`src/rtl/cache_tag_ctrl_if.sv`:
```
// Request, tag RAM and refill-engine signals of the tag controller.
// master = controller view, slave = environment view.
interface cache_tag_ctrl_if #(
    parameter int IDX_W = 7,
    parameter int TAG_W = 20
);
    localparam int DW = 2 * (TAG_W + 2) + 1;

    logic             req_valid;
    logic [31:0]      req_addr;
    logic             req_wr;
    logic             req_ready;
    logic             resp_valid;
    logic             resp_hit;
    logic             resp_way;
    logic [IDX_W-1:0] tr_raddr;
    logic             tr_re;
    logic [IDX_W-1:0] tr_waddr;
    logic [1:0]       tr_we;
    logic [DW-1:0]    tr_din;
    logic [DW-1:0]    tr_dout;
    logic             tr_refill;
    logic             tr_load_over;
    logic             tr_cache_reset;
    logic             miss_req_valid;
    logic             miss_req_ready;
    logic [31:0]      miss_req_addr;
    logic             miss_req_wb;
    logic [31:0]      miss_wb_addr;
    logic             refill_done;

    modport master (
        input  req_valid, req_addr, req_wr, tr_dout,
        input  miss_req_ready, refill_done,
        output req_ready, resp_valid, resp_hit, resp_way,
        output tr_raddr, tr_re, tr_waddr, tr_we, tr_din,
        output tr_refill, tr_load_over, tr_cache_reset,
        output miss_req_valid, miss_req_addr, miss_req_wb,
        output miss_wb_addr
    );

    modport slave (
        output req_valid, req_addr, req_wr, tr_dout,
        output miss_req_ready, refill_done,
        input  req_ready, resp_valid, resp_hit, resp_way,
        input  tr_raddr, tr_re, tr_waddr, tr_we, tr_din,
        input  tr_refill, tr_load_over, tr_cache_reset,
        input  miss_req_valid, miss_req_addr, miss_req_wb,
        input  miss_wb_addr
    );
endinterface

```
`src/rtl/cache_tag_ctrl.sv`:
```
// 2-way set-associative tag lookup/refill controller (tag RAM master).
// Optional hit/miss counters when CACHE_TAG_PERF_CNT_EN is defined.
module cache_tag_ctrl #(
    parameter int IDX_W = 7,
    parameter int OFF_W = 5,
    parameter int TAG_W = 20
) (
    input logic clk,
    input logic rst,
    cache_tag_ctrl_if.master bus
`ifdef CACHE_TAG_PERF_CNT_EN
    ,
    output logic [31:0] perf_hit_cnt,
    output logic [31:0] perf_miss_cnt
`endif
);
    localparam int WB = TAG_W + 2;
    localparam int LRU_B = 2 * WB;
    localparam int DW = 2 * WB + 1;
    localparam logic [IDX_W:0] INIT_LAST = {1'b0, {IDX_W{1'b1}}};

    typedef enum logic [2:0] {
        S_INIT, S_IDLE, S_LOOKUP, S_UPDATE,
        S_MISS_REQ, S_WAIT_REFILL, S_REFILL_WR
    } state_t;

    state_t           state;
    logic [IDX_W:0]   init_cnt;
    logic [TAG_W-1:0] lk_tag;
    logic [IDX_W-1:0] lk_idx;
    logic             lk_wr;
    logic             victim;
    logic             accept;
    logic [TAG_W-1:0] tag0, tag1;
    logic             v0, v1, d0, d1, lru;
    logic             hit0, hit1, vic;
    logic [DW-1:0]    upd_din, ref_din;
    logic [WB-1:0]    new_way;

    assign accept = bus.req_valid && bus.req_ready;
    assign bus.tr_re = accept;
    assign bus.tr_raddr = accept ? bus.req_addr[OFF_W +: IDX_W] : '0;

    always_comb begin
        tag0 = bus.tr_dout[0 +: TAG_W];
        v0   = bus.tr_dout[TAG_W];
        d0   = bus.tr_dout[TAG_W+1];
        tag1 = bus.tr_dout[WB +: TAG_W];
        v1   = bus.tr_dout[WB+TAG_W];
        d1   = bus.tr_dout[WB+TAG_W+1];
        lru  = bus.tr_dout[LRU_B];
        // A double hit is illegal; way0 takes it.
        hit0 = v0 && (tag0 == lk_tag);
        hit1 = v1 && (tag1 == lk_tag) && !hit0;
        if (!v0)      vic = 1'b0;
        else if (!v1) vic = 1'b1;
        else          vic = lru;
        upd_din = bus.tr_dout;
        upd_din[LRU_B] = ~hit1;
        if (hit1) upd_din[WB+TAG_W+1] = d1 | lk_wr;
        else      upd_din[TAG_W+1]    = d0 | lk_wr;
        new_way = {lk_wr, 1'b1, lk_tag};
        ref_din = '0;
        ref_din[LRU_B] = ~victim;
        if (victim) ref_din[WB +: WB] = new_way;
        else        ref_din[0 +: WB]  = new_way;
    end

    always_ff @(posedge clk) begin
        if (rst) begin
            state              <= S_INIT;
            init_cnt           <= '0;
            lk_tag             <= '0;
            lk_idx             <= '0;
            lk_wr              <= 1'b0;
            victim             <= 1'b0;
            bus.req_ready      <= 1'b0;
            bus.resp_valid     <= 1'b0;
            bus.resp_hit       <= 1'b0;
            bus.resp_way       <= 1'b0;
            bus.tr_waddr       <= '0;
            bus.tr_we          <= 2'b00;
            bus.tr_din         <= '0;
            bus.tr_refill      <= 1'b0;
            bus.tr_load_over   <= 1'b0;
            bus.tr_cache_reset <= 1'b0;
            bus.miss_req_valid <= 1'b0;
            bus.miss_req_addr  <= '0;
            bus.miss_req_wb    <= 1'b0;
            bus.miss_wb_addr   <= '0;
        end else begin
            bus.resp_valid   <= 1'b0;
            bus.resp_hit     <= 1'b0;
            bus.resp_way     <= 1'b0;
            bus.tr_we        <= 2'b00;
            bus.tr_refill    <= 1'b0;
            bus.tr_load_over <= 1'b0;
            case (state)
                S_INIT: begin
                    init_cnt <= init_cnt + 1'b1;
                    if (init_cnt == INIT_LAST) begin
                        state              <= S_IDLE;
                        bus.tr_cache_reset <= 1'b1;
                        bus.req_ready      <= 1'b1;
                    end
                end
                S_IDLE: begin
                    if (accept) begin
                        lk_tag        <= bus.req_addr[OFF_W+IDX_W +: TAG_W];
                        lk_idx        <= bus.req_addr[OFF_W +: IDX_W];
                        lk_wr         <= bus.req_wr;
                        bus.req_ready <= 1'b0;
                        state         <= S_LOOKUP;
                    end
                end
                S_LOOKUP: begin
                    if (hit0 || hit1) begin
                        bus.resp_valid   <= 1'b1;
                        bus.resp_hit     <= 1'b1;
                        bus.resp_way     <= hit1;
                        bus.tr_waddr     <= lk_idx;
                        bus.tr_we        <= hit1 ? 2'b10 : 2'b01;
                        bus.tr_din       <= upd_din;
                        bus.tr_load_over <= 1'b1;
                        state            <= S_UPDATE;
                    end else begin
                        victim             <= vic;
                        bus.miss_req_valid <= 1'b1;
                        bus.miss_req_addr  <= {lk_tag, lk_idx, {OFF_W{1'b0}}};
                        bus.miss_req_wb    <= vic ? (v1 && d1) : (v0 && d0);
                        bus.miss_wb_addr   <= {vic ? tag1 : tag0, lk_idx,
                                               {OFF_W{1'b0}}};
                        state              <= S_MISS_REQ;
                    end
                end
                S_MISS_REQ: begin
                    if (bus.miss_req_ready) begin
                        bus.miss_req_valid <= 1'b0;
                        state              <= S_WAIT_REFILL;
                    end
                end
                S_WAIT_REFILL: begin
                    if (bus.refill_done) begin
                        bus.resp_valid <= 1'b1;
                        bus.resp_way   <= victim;
                        bus.tr_waddr   <= lk_idx;
                        bus.tr_we      <= victim ? 2'b10 : 2'b01;
                        bus.tr_din     <= ref_din;
                        bus.tr_refill  <= 1'b1;
                        state          <= S_REFILL_WR;
                    end
                end
                S_UPDATE, S_REFILL_WR: begin
                    bus.req_ready <= 1'b1;
                    state         <= S_IDLE;
                end
                default: state <= S_INIT;
            endcase
        end
    end

`ifdef CACHE_TAG_PERF_CNT_EN
    always_ff @(posedge clk) begin
        if (rst) begin
            perf_hit_cnt  <= '0;
            perf_miss_cnt <= '0;
        end else if (bus.resp_valid) begin
            if (bus.resp_hit) perf_hit_cnt  <= perf_hit_cnt + 32'd1;
            else              perf_miss_cnt <= perf_miss_cnt + 32'd1;
        end
    end
`endif
endmodule

```
`src/flat_wrapper.sv`:
```
// flat-port wrapper written by rule: the top's interface ports become plain ports
module cache_tag_ctrl_flat 
#(
    parameter int IDX_W = 7,
    parameter int OFF_W = 5,
    parameter int TAG_W = 20
)
  (clk, rst, bus_req_valid, bus_req_addr, bus_req_wr, bus_tr_dout, bus_miss_req_ready, bus_refill_done, bus_req_ready, bus_resp_valid, bus_resp_hit, bus_resp_way, bus_tr_raddr, bus_tr_re, bus_tr_waddr, bus_tr_we, bus_tr_din, bus_tr_refill, bus_tr_load_over, bus_tr_cache_reset, bus_miss_req_valid, bus_miss_req_addr, bus_miss_req_wb, bus_miss_wb_addr);
  cache_tag_ctrl_if #(.IDX_W(IDX_W), .TAG_W(TAG_W)) bus_i ();
  input logic clk;
  input logic rst;
  input wire logic [$bits(bus_i.req_valid)-1:0] bus_req_valid;
  input wire logic [$bits(bus_i.req_addr)-1:0] bus_req_addr;
  input wire logic [$bits(bus_i.req_wr)-1:0] bus_req_wr;
  input wire logic [$bits(bus_i.tr_dout)-1:0] bus_tr_dout;
  input wire logic [$bits(bus_i.miss_req_ready)-1:0] bus_miss_req_ready;
  input wire logic [$bits(bus_i.refill_done)-1:0] bus_refill_done;
  output wire logic [$bits(bus_i.req_ready)-1:0] bus_req_ready;
  output wire logic [$bits(bus_i.resp_valid)-1:0] bus_resp_valid;
  output wire logic [$bits(bus_i.resp_hit)-1:0] bus_resp_hit;
  output wire logic [$bits(bus_i.resp_way)-1:0] bus_resp_way;
  output wire logic [$bits(bus_i.tr_raddr)-1:0] bus_tr_raddr;
  output wire logic [$bits(bus_i.tr_re)-1:0] bus_tr_re;
  output wire logic [$bits(bus_i.tr_waddr)-1:0] bus_tr_waddr;
  output wire logic [$bits(bus_i.tr_we)-1:0] bus_tr_we;
  output wire logic [$bits(bus_i.tr_din)-1:0] bus_tr_din;
  output wire logic [$bits(bus_i.tr_refill)-1:0] bus_tr_refill;
  output wire logic [$bits(bus_i.tr_load_over)-1:0] bus_tr_load_over;
  output wire logic [$bits(bus_i.tr_cache_reset)-1:0] bus_tr_cache_reset;
  output wire logic [$bits(bus_i.miss_req_valid)-1:0] bus_miss_req_valid;
  output wire logic [$bits(bus_i.miss_req_addr)-1:0] bus_miss_req_addr;
  output wire logic [$bits(bus_i.miss_req_wb)-1:0] bus_miss_req_wb;
  output wire logic [$bits(bus_i.miss_wb_addr)-1:0] bus_miss_wb_addr;
  assign bus_i.req_valid = bus_req_valid;
  assign bus_i.req_addr = bus_req_addr;
  assign bus_i.req_wr = bus_req_wr;
  assign bus_i.tr_dout = bus_tr_dout;
  assign bus_i.miss_req_ready = bus_miss_req_ready;
  assign bus_i.refill_done = bus_refill_done;
  assign bus_req_ready = bus_i.req_ready;
  assign bus_resp_valid = bus_i.resp_valid;
  assign bus_resp_hit = bus_i.resp_hit;
  assign bus_resp_way = bus_i.resp_way;
  assign bus_tr_raddr = bus_i.tr_raddr;
  assign bus_tr_re = bus_i.tr_re;
  assign bus_tr_waddr = bus_i.tr_waddr;
  assign bus_tr_we = bus_i.tr_we;
  assign bus_tr_din = bus_i.tr_din;
  assign bus_tr_refill = bus_i.tr_refill;
  assign bus_tr_load_over = bus_i.tr_load_over;
  assign bus_tr_cache_reset = bus_i.tr_cache_reset;
  assign bus_miss_req_valid = bus_i.miss_req_valid;
  assign bus_miss_req_addr = bus_i.miss_req_addr;
  assign bus_miss_req_wb = bus_i.miss_req_wb;
  assign bus_miss_wb_addr = bus_i.miss_wb_addr;
  cache_tag_ctrl #(.IDX_W(IDX_W), .OFF_W(OFF_W), .TAG_W(TAG_W)) u_core (.clk(clk), .rst(rst), .bus(bus_i));
endmodule
```
`config.mk`:
```
export PLATFORM = sky130hd
export DESIGN_NAME = cache_tag_ctrl_flat
export DESIGN_NICKNAME = d
export VERILOG_FILES = /design/src/rtl/cache_tag_ctrl_if.sv /design/src/rtl/cache_tag_ctrl.sv /design/src/flat_wrapper.sv
export SDC_FILE = /design/constraint.sdc
export NUM_CORES = 1
export LEC_CHECK = 0
export ABC_AREA = 1
export BUFFER_PORTS_ARGS = -buffer_cell sky130_fd_sc_hd__buf_2
export CELL_PAD_IN_SITES_DETAIL_PLACEMENT = 1
export CELL_PAD_IN_SITES_GLOBAL_PLACEMENT = 2
export CORE_UTILIZATION = 28
export CTS_BUF_LIST = sky130_fd_sc_hd__clkbuf_2
export DETAILED_ROUTE_END_ITERATION = 12
export PLACE_DENSITY_LB_ADDON = 0.1
export SLEW_MARGIN = 20
export SYNTH_ARGS = -nofsm -noshare
export SYNTH_HDL_FRONTEND = slang
export SYNTH_SLANG_ARGS = --single-unit
```
`constraint.sdc`:
```
create_clock -name clk -period 2.2 [get_ports clk]
set_input_delay 0.22 -clock clk [delete_from_list [all_inputs] [get_ports clk]]
set_output_delay 0.22 -clock clk [all_outputs]
set_load 0.02 [all_outputs]
```
# Word level (Yosys, flattened, before mapping)
# Index checks and enable logic that the tools add are counted.
# word_totals
reg_bits,156
inputBits,83
elab_cells,102
# op_classes
n_mux,38
bitwise_logic,7
n_eq_ne,15
n_reduce_logical,22
add_sub_neg,1
# op_table
operator,count
two-way mux 45 bit,2
case mux 45 bit (2 select lines),1
two-way mux 22 bit,2
equality test 20 bit,2
two-way mux 7 bit,3
two-way mux 20 bit,1
case mux 3 bit (6 select lines),1
two-way mux 3 bit,5
case mux 7 bit (2 select lines),1
two-way mux 1 bit,13
"equality test 3 bit, second input constant",3
AND reduction 3 bit,3
"adder 8 x 1 -> 8 bit, second input constant",1
"equality test 8 x 7 -> 1 bit, second input constant",1
two-way mux 2 bit,4
"equality test 3 x 2 -> 1 bit, second input constant",2
logical AND 1 bit,6
"inequality test 2 x 1 -> 1 bit, second input constant",3
"inequality test 2 bit, second input constant",3
case mux 1 bit (2 select lines),3
AND reduction 2 bit,3
OR reduction 2 bit,3
inverter 1 bit,5
case mux 2 bit (2 select lines),1
other kinds (9),11

# Longest topological paths before layout
# Gate-level depths: netlist of run 1.
# depth
depth_word,7
depth_mapped,14

# Worst setup path after synthesis of run 1
# No wires, ideal clock.
# synth_path
path_kind,register to register
from,register u_core.lk_tag[5]
to,register u_core.bus.tr_din[42]
stages_incl_launch_ff,15
arrival_ps,1490
setup_ps,113
path_slack_ps,597
period_less_slack_ps,1603
n_path_buf,1
path_cell_list,dfxtp_1 inv_2 nand2_1 nand2_1 nor2_1 nand2_1 nor2_1 nand3_2 nand2_1 nand2_4 nand2_4 inv_2 buf_6 nor2_1 nor2_1
# synth_via
elab_chain_len,7
elab_cells_between_ends,9
classes_between,3 x eq/ne; 6 x reduce/logical
# synth_lines
item,line_no,text
start: declaration,cache_tag_ctrl.sv:29,logic [TAG_W-1:0] lk_tag;
start signal: assignment,cache_tag_ctrl.sv:109,lk_tag <= bus.req_addr[OFF_W+IDX_W +: TAG_W];
equality test 20 bit,cache_tag_ctrl.sv:53,hit0 = v0 && (tag0 == lk_tag);
logical AND 1 bit,cache_tag_ctrl.sv:53,
zero test 1 bit,cache_tag_ctrl.sv:54,hit1 = v1 && (tag1 == lk_tag) && !hit0;
logical AND 1 bit,cache_tag_ctrl.sv:54,
logical OR 1 bit (*),cache_tag_ctrl.sv:117,if (hit0 || hit1) begin
inequality test 2 x 1 -> 1 bit (no line) (*),n/a,
AND reduction 3 bit (no line) (*),n/a,
end signal: assignment,cache_tag_ctrl.sv:123,bus.tr_din <= upd_din;
end signal: assignment,cache_tag_ctrl.sv:148,bus.tr_din <= ref_din;
end: declaration,cache_tag_ctrl_if.sv:36,"output tr_raddr, tr_re, tr_waddr, tr_we, tr_din,"
# Mark *: on every way between the ends. The rest lies on a longest branch, timed or not.
# A chain may end at the register's enable or synchronous reset.

# Worst setup path in the final report of run 1
# layout_path
from,register u_core.lk_tag[7]
to,register u_core.bus.tr_din[26]
# Same word-level chain as after synthesis.

==> flow_summary_export.csv, run 1 <==
group,metric,value,unit
power_and_ir_drop,clock_power_share,32.3,%
logic_synthesis,ys_seq_area_share,39.9,%
global_route,antenna_found_initial,1,
power_and_ir_drop,p_int,3.55,mW
critical_path,crit_type,"flop to flop",
floorplanning,num_rows,59,
sta,fin_crit,2.05,ns
logic_synthesis,synth-edff-count,0,
sta,worst_pin_slew,0.798,ns
place,io_buffers,202,
critical_path,cp.required,2.85,ns
clock_tree,htreeDepth,4,
drt,drcViolationCount,0,
logic_synthesis,synth_flop_cell,"dfxtp_1",
drt,post_drt_wl_per_cell,17.2,um
clock_tree,cts_tree,"done",
finish,drive_gt1_share,22.7,%
logic_synthesis,synth_seq_cells,148,
sta,slew-limit-headroom,46.8,%
floorplanning,die_x,165,um
logic_synthesis,synthTopCellsByCount,"349 x nand2_1, 182 x nor2_1, 148 x dfxtp_1",
clock_tree,clockRootBuffer,"clkbuf_2",
critical_path,max_stage_delay,0.40,ns
critical_path,crit_path_cell_trace,"buf_4 -> nand2_1 -> nand2_1 -> nor2_1 -> nand2_1 -> nor2_1 -> nand3_2 -> nand2_2 -> nand2_4 -> nand2_4 -> inv_2 -> buf_12 -> nor2_1 -> nor2_1",
logic_synthesis,synth_top_cell_by_area,"dfxtp_1",
sta,finalMaxSlewViolations,0,
floorplanning,coreArea,26100,um2
sta,final-setup-viol-count,0,
clock_tree,cts_sinks,148,
sta,min_period_over_period,93.2,%
logic_synthesis,synth_top_area_share,39.9,%
logic_synthesis,netlist_area,7420,um2
critical_path,worstPathArrival,2.70,ns
drt,drtAntennaViolNets,0,
logic_synthesis,synth_area_leaders,"dfxtp_1 40%, nand2_1 18%, nor2_1 9.2%, a21oi_1 5.6%, nand3b_1 5.2%",
global_route,grt_pass1_vias,8261,
critical_path,crit_fanout,30,
flow_run,cap_violations,0,
power_and_ir_drop,ir_drop,0.297,mV
critical_path,crit_top_cell,"nor2_1",
finish,num-nets-final,1504,
power_and_ir_drop,switching_share,33.2,%
logic_synthesis,async_reset_ff_share,0,%
critical_path,crit_path_end_kind,"flop",
min_path,min_from,"bus_req_valid",
logic_synthesis,postSynthCellCount,1135,
floorplanning,die_h,165,um
clock_tree,clock_path_buffers,2,
sta,skew,0.0571,ns
run_status,status,"completed",
floorplanning,dieArea,27200,um2
power_and_ir_drop,switchingPower,1.76,mW
logic_synthesis,ys_warn_count,0,
global_route,grt_pass1_wl,46500,um
clock_tree,numCtsBuffers,17,
min_path,hp-class,"primary input to flop",
power_and_ir_drop,pwr-share-seq,52.0,%
critical_path,r2r-start,"u_core.lk_tag[7]",
sta,hold_viol,0,
power_and_ir_drop,p_comb_share,15.7,%
floorplanning,initial_core_util,28.5,%
sta,setup_tns,0,ns
critical_path,crit_path_start_kind,"flop",
critical_path,critPathSlowestCell,"dfxtp_1",
clock_tree,clkLatencyLatePin,0.76,ns
sta,holdWs,0.111,ns
drt,vias_per_cell,4.69,
floorplanning,num_io_pins,218,
place,hpwl,22800,um
global_route,grt_overflow_total,0,
power_and_ir_drop,p_leak,5.06,nW
finish,syn_to_final_growth,35.8,%
sta,max_freq,488,MHz
drt,routed_wl,30400,um
global_route,grt_max_degree,72,
critical_path,crit_start,"u_core.lk_tag[7]",
logic_synthesis,synth_most_common_cell,"nand2_1",
drt,drtIter0Drc,528,
place,gp_congestion,0.881,
logic_synthesis,syn_avg_cell_area,6.54,um2
sta,setup_slack,0.149,ns
drt,vias,8301,
place,post-place-ws,0.0641,ns
power_and_ir_drop,power.density,526,nW/um2
drt,dr.pass1.iters,4,
logic_synthesis,ys_types,33,
clock_tree,clk_pin_slew,0.27,ns
global_route,grtUsageTotal,22.7,%
## metrics by stage
stage	utilization (%)	cells	area (um2)	power (mW)
detailed placement	34.0	1643	8860	3.50
finish	38.7	1770	10100	5.31
global route	38.7	1770	10100	5.61
floorplan	-	1144	7460	3.21
global placement	34.0	1643	8860	3.49
CTS	38.5	1767	10000	5.37
## routing by layer
metal	part of all wire (%)	global-route usage (%)
met5	0	0
met4	1.3	5.17
met3	3.2	2.99
met2	46	37.0
met1	50	31.6
## registers in the layout, summed over array words and instances, names as in the netlist, 3 cells and up
| register | cells |
|---|---|
| u_core.lk_idx | 7 |
| u_core.bus.miss_wb_addr | 20 |
| u_core.bus.tr_waddr | 7 |
| u_core.init_cnt | 8 |
| u_core.state | 3 |
| u_core.lk_tag | 20 |
| u_core.bus.tr_din | 45 |
| u_core.bus.miss_req_addr | 27 |
## area by class of cell
cell class / instances / area (um2)
antenna: 2 / 5.00
clock buffer: 17 / 85.1
clock inverter: 15 / 160
fill: 3431 / 16000
inverter: 98 / 368
multi-input combinational: 821 / 3720
sequential: 148 / 2990
tap: 335 / 419
timing repair buffer: 334 / 2340
## final timing paths
check,end,slack (ns),depth (start not counted)
worst min-delay path,u_core.state[0],0.11,4
worst min register to register,u_core.bus.miss_wb_addr[19],0.48,2
worst max register to register,u_core.bus.tr_din[26],0.15,14
worst max-delay path,u_core.bus.tr_din[26],0.15,14
## logic make-up (layout without fill, tap and decap cells)
kind of cell	count (synthesis)	in the layout	synth area share, %
buffers and inverters	175	464	10.7
AO/OA/AOI/OAI	188	188	13.7
flip-flops	148	148	39.9
XOR/XNOR	2	2	0.236
adder cells (fa/ha/maj)	1	1	0.168
AND/OR/NAND/NOR	620	620	35.2
other	1	12	0.0505
## cells in the final DEF, fill, tap and decap left out, types with 39 or more instances in the layout
master         synthesis  final
inv_1                 77     75
o22ai_1               39     39
dfxtp_1              148    132
nor2_1               182    181
buf_2                 15    202
dlygate4sd3_1          0     92
a21oi_1               83     83
nand2_1              349    347
o21ai_0               53     51
nand3b_1              51     51
## power groups by stage
stage / Sequential (mW) / Combinational [mW] / Clock [mW]
2_1_floorplan: 2.81 / 0.402 / 0
3_3_place_gp: 2.81 / 0.684 / 0
3_5_place_dp: 2.81 / 0.686 / 0
4_1_cts: 2.76 / 0.824 / 1.79
5_1_grt: 2.77 / 0.928 / 1.91
6_report: 2.76 / 0.833 / 1.71
## critical path, delay by kind of cell, from the launching register on
kind                   cells  cell delay [ns]
flip-flops                 1             0.40
buffers and inverters      3             0.40
AND/OR/NAND/NOR           11             1.13
## what timing repair did
item / 4_1_cts / 5_1_grt
buffers inserted: 0 / 1
setup endpoints to repair: 0 / 98
hold endpoints to repair: 108 / 0
gates resized for setup: 0 / 26
hold buffers: 92 / 0
(Power assumes the default switching activity.)
==> run 2: changes to the inputs <==
--- a/config.mk
+++ b/config.mk
@@ -6,12 +6,12 @@
 export NUM_CORES = 1
 export LEC_CHECK = 0
 export ABC_AREA = 1
-export BUFFER_PORTS_ARGS = -buffer_cell sky130_fd_sc_hd__buf_2
 export CELL_PAD_IN_SITES_DETAIL_PLACEMENT = 1
 export CELL_PAD_IN_SITES_GLOBAL_PLACEMENT = 2
-export CORE_UTILIZATION = 28
+export CORE_UTILIZATION = 34
 export CTS_BUF_LIST = sky130_fd_sc_hd__clkbuf_2
 export DETAILED_ROUTE_END_ITERATION = 12
+export DONT_BUFFER_PORTS = 1
 export PLACE_DENSITY_LB_ADDON = 0.1
 export SLEW_MARGIN = 20
 export SYNTH_ARGS = -nofsm -noshare
==> run 2 against run 1 <==
Net effect:
- count of clock-buffer cells in the layout up 1
- cell count down 15%
- utilization up 3.9 points
- sequential share of layout area up 3.5 points
- flip-flop and latch count unchanged
- combinational power down 10%
- highest routed layer unchanged
==> flow_summary_export.csv, run 2 (synthesis results as in run 1) <==
group,metric,value,unit
sta,max_freq,495,MHz
critical_path,crit_path_end_kind,"flop",
floorplanning,num_rows,53,
sta,finalMaxSlewViolations,0,
sta,min_period_over_period,91.8,%
critical_path,reg2reg_to,"u_core.state[0]",
finish,seq_area,2990,um2
drt,vias,7552,
global_route,grt_pass1_wl,43900,um
place,gp_congestion,0.874,
critical_path,r2r_setup_slack,0.18,ns
sta,setup_tns,0,ns
sta,setup_slack,0.181,ns
critical_path,crit_start,"u_core.state[2]",
finish,drive_gt1_share,10.2,%
power_and_ir_drop,ir_drop,0.284,mV
finish,largest_register,"u_core.bus.tr_din",
clock_tree,numCtsBuffers,17,
global_route,grt_overflow_total,0,
clock_tree,htreeDepth,4,
sta,worst_pin_slew,0.742,ns
floorplanning,die_h,150,um
place,post-place-ws,0.0648,ns
finish,largest_reg_flops,45,
finish,syn_to_final_growth,21.7,%
clock_tree,clockRootBuffer,"clkbuf_2",
floorplanning,initial_core_util,35.0,%
finish,filler_cell_count,2801,
sta,fin_crit,2.02,ns
clock_tree,clock_path_buffers,2,
flow_run,cap_violations,0,
finish,num-nets-final,1303,
min_path,hp-class,"primary input to flop",
finish,final_cell_mix,"346 x nand2_1, 175 x nor2_1, 133 x dfxtp_1",
clock_tree,clkLatencyLatePin,0.76,ns
drt,drcViolationCount,0,
global_route,grt_max_degree,73,
global_route,grtUsageTotal,26.2,%
critical_path,crit_fanout,8,
critical_path,reg2regPathDepth,10,
power_and_ir_drop,p_leak,4.08,nW
critical_path,r2r-start,"u_core.state[2]",
run_status,status,"completed",
drt,post_drt_wl_per_cell,19.5,um
place,io_buffers,0,
power_and_ir_drop,power.density,594,nW/um2
critical_path,crit_path_start_kind,"flop",
drt,drtIter0Drc,341,
global_route,grt_pass1_vias,7583,
finish,largestRegisters,"u_core.bus.tr_din x45, u_core.bus.miss_req_addr x27",
place,dp_cells,1376,
floorplanning,dieArea,22400,um2
finish,finalNonFillerCells,1508,
floorplanning,coreArea,21200,um2
sta,slew-limit-headroom,50.0,%
finish,multi_input_area,3740,um2
critical_path,cp.required,2.89,ns
sta,holdWs,0.0806,ns
critical_path,crit_type,"flop to flop",
floorplanning,die_x,150,um
critical_path,crit_path_end,"u_core.state[0]",
drt,drtAntennaViolNets,0,
sta,final-setup-viol-count,0,
critical_path,worstPathArrival,2.71,ns
clock_tree,cts_sinks,148,
power_and_ir_drop,totalPowerFinal,5.37,mW
global_route,antenna_found_initial,1,
place,hpwl,20700,um
floorplanning,num_io_pins,218,
drt,dr.pass1.iters,5,
sta,skew,0.0442,ns
drt,routed_wl,29400,um
clock_tree,clk_pin_slew,0.27,ns
sta,hold_viol,0,
drt,vias_per_cell,5.01,
clock_tree,cts_tree,"done",
sta,rsz0062_at_grt,"false",
finish,final_common_cell,"nand2_1",
run 2: through the flow:
step,area (um2),util [%]
2_1_floorplan,7460,-
3_3_place_gp,7670,36.2
3_5_place_dp,7670,36.2
4_1_cts,8940,42.1
5_1_grt,9030,42.6
6_report,9030,42.6
run 2: critical path, stage by stage (launching register included):
cell and delay [ns]:
dfxtp_1 0.50, inv_1 0.14, nor2_4 0.22, inv_4 0.08
nor2_1 0.15, a21oi_2 0.06, o21ai_0 0.08, dlygate4sd3_1 0.56
a21oi_1 0.05, nand2_1 0.07, a21oi_1 0.05
run 2: how the worst min path moves through the flow:
stage                          start                     end  slack, ns  depth (start not counted)
finish               bus_tr_dout[35]     u_core.bus.resp_way       0.08                          7
global route         bus_tr_dout[35]     u_core.bus.resp_way       0.02                          7
CTS                 bus_req_addr[10]        u_core.lk_idx[5]       0.05                          3
detailed placement               rst  u_core.bus.miss_req_wb       0.30                          1
global placement                 rst  u_core.bus.miss_req_wb       0.30                          1
floorplan            bus_req_addr[5]        u_core.lk_idx[0]       0.38                          2
run 2: layer usage:
layer  global-route usage [%]  vias to the layer above  part of all wire (%)
met5                        0                        -                     0
met1                     35.2                     3576                    47
met4                     6.97                        0                   1.3
met3                     5.76                       23                   5.7
met2                     42.1                      196                    46
li1                         -                     3757                     -
run 2: area by class of cell:
type / count / share of cell area (%)
Sequential cell: 148 / 33.1
Tap cell: 275 / 3.81
Clock buffer: 18 / 0.997
Multi-Input combinational cell: 821 / 41.5
Antenna cell: 1 / 0.0277
Timing Repair Buffer: 133 / 14.4
Clock inverter: 14 / 2.09
Inverter: 98 / 4.10
run 2: where the power goes:
part / switching (mW) / internal (mW) / total, mW
combinational: 0.439 / 0.308 / 0.747
sequential: 0.0444 / 2.73 / 2.77
clock: 1.17 / 0.681 / 1.85
run 2: what timing repair did:
item                                   4_1_cts  5_1_grt
pin swaps                                    0        1
buffers inserted                             0        1
gates resized for setup                      0       32
setup endpoints to repair                    7      103
endpoints found under the hold margin      148        1
hold buffers                                97        1
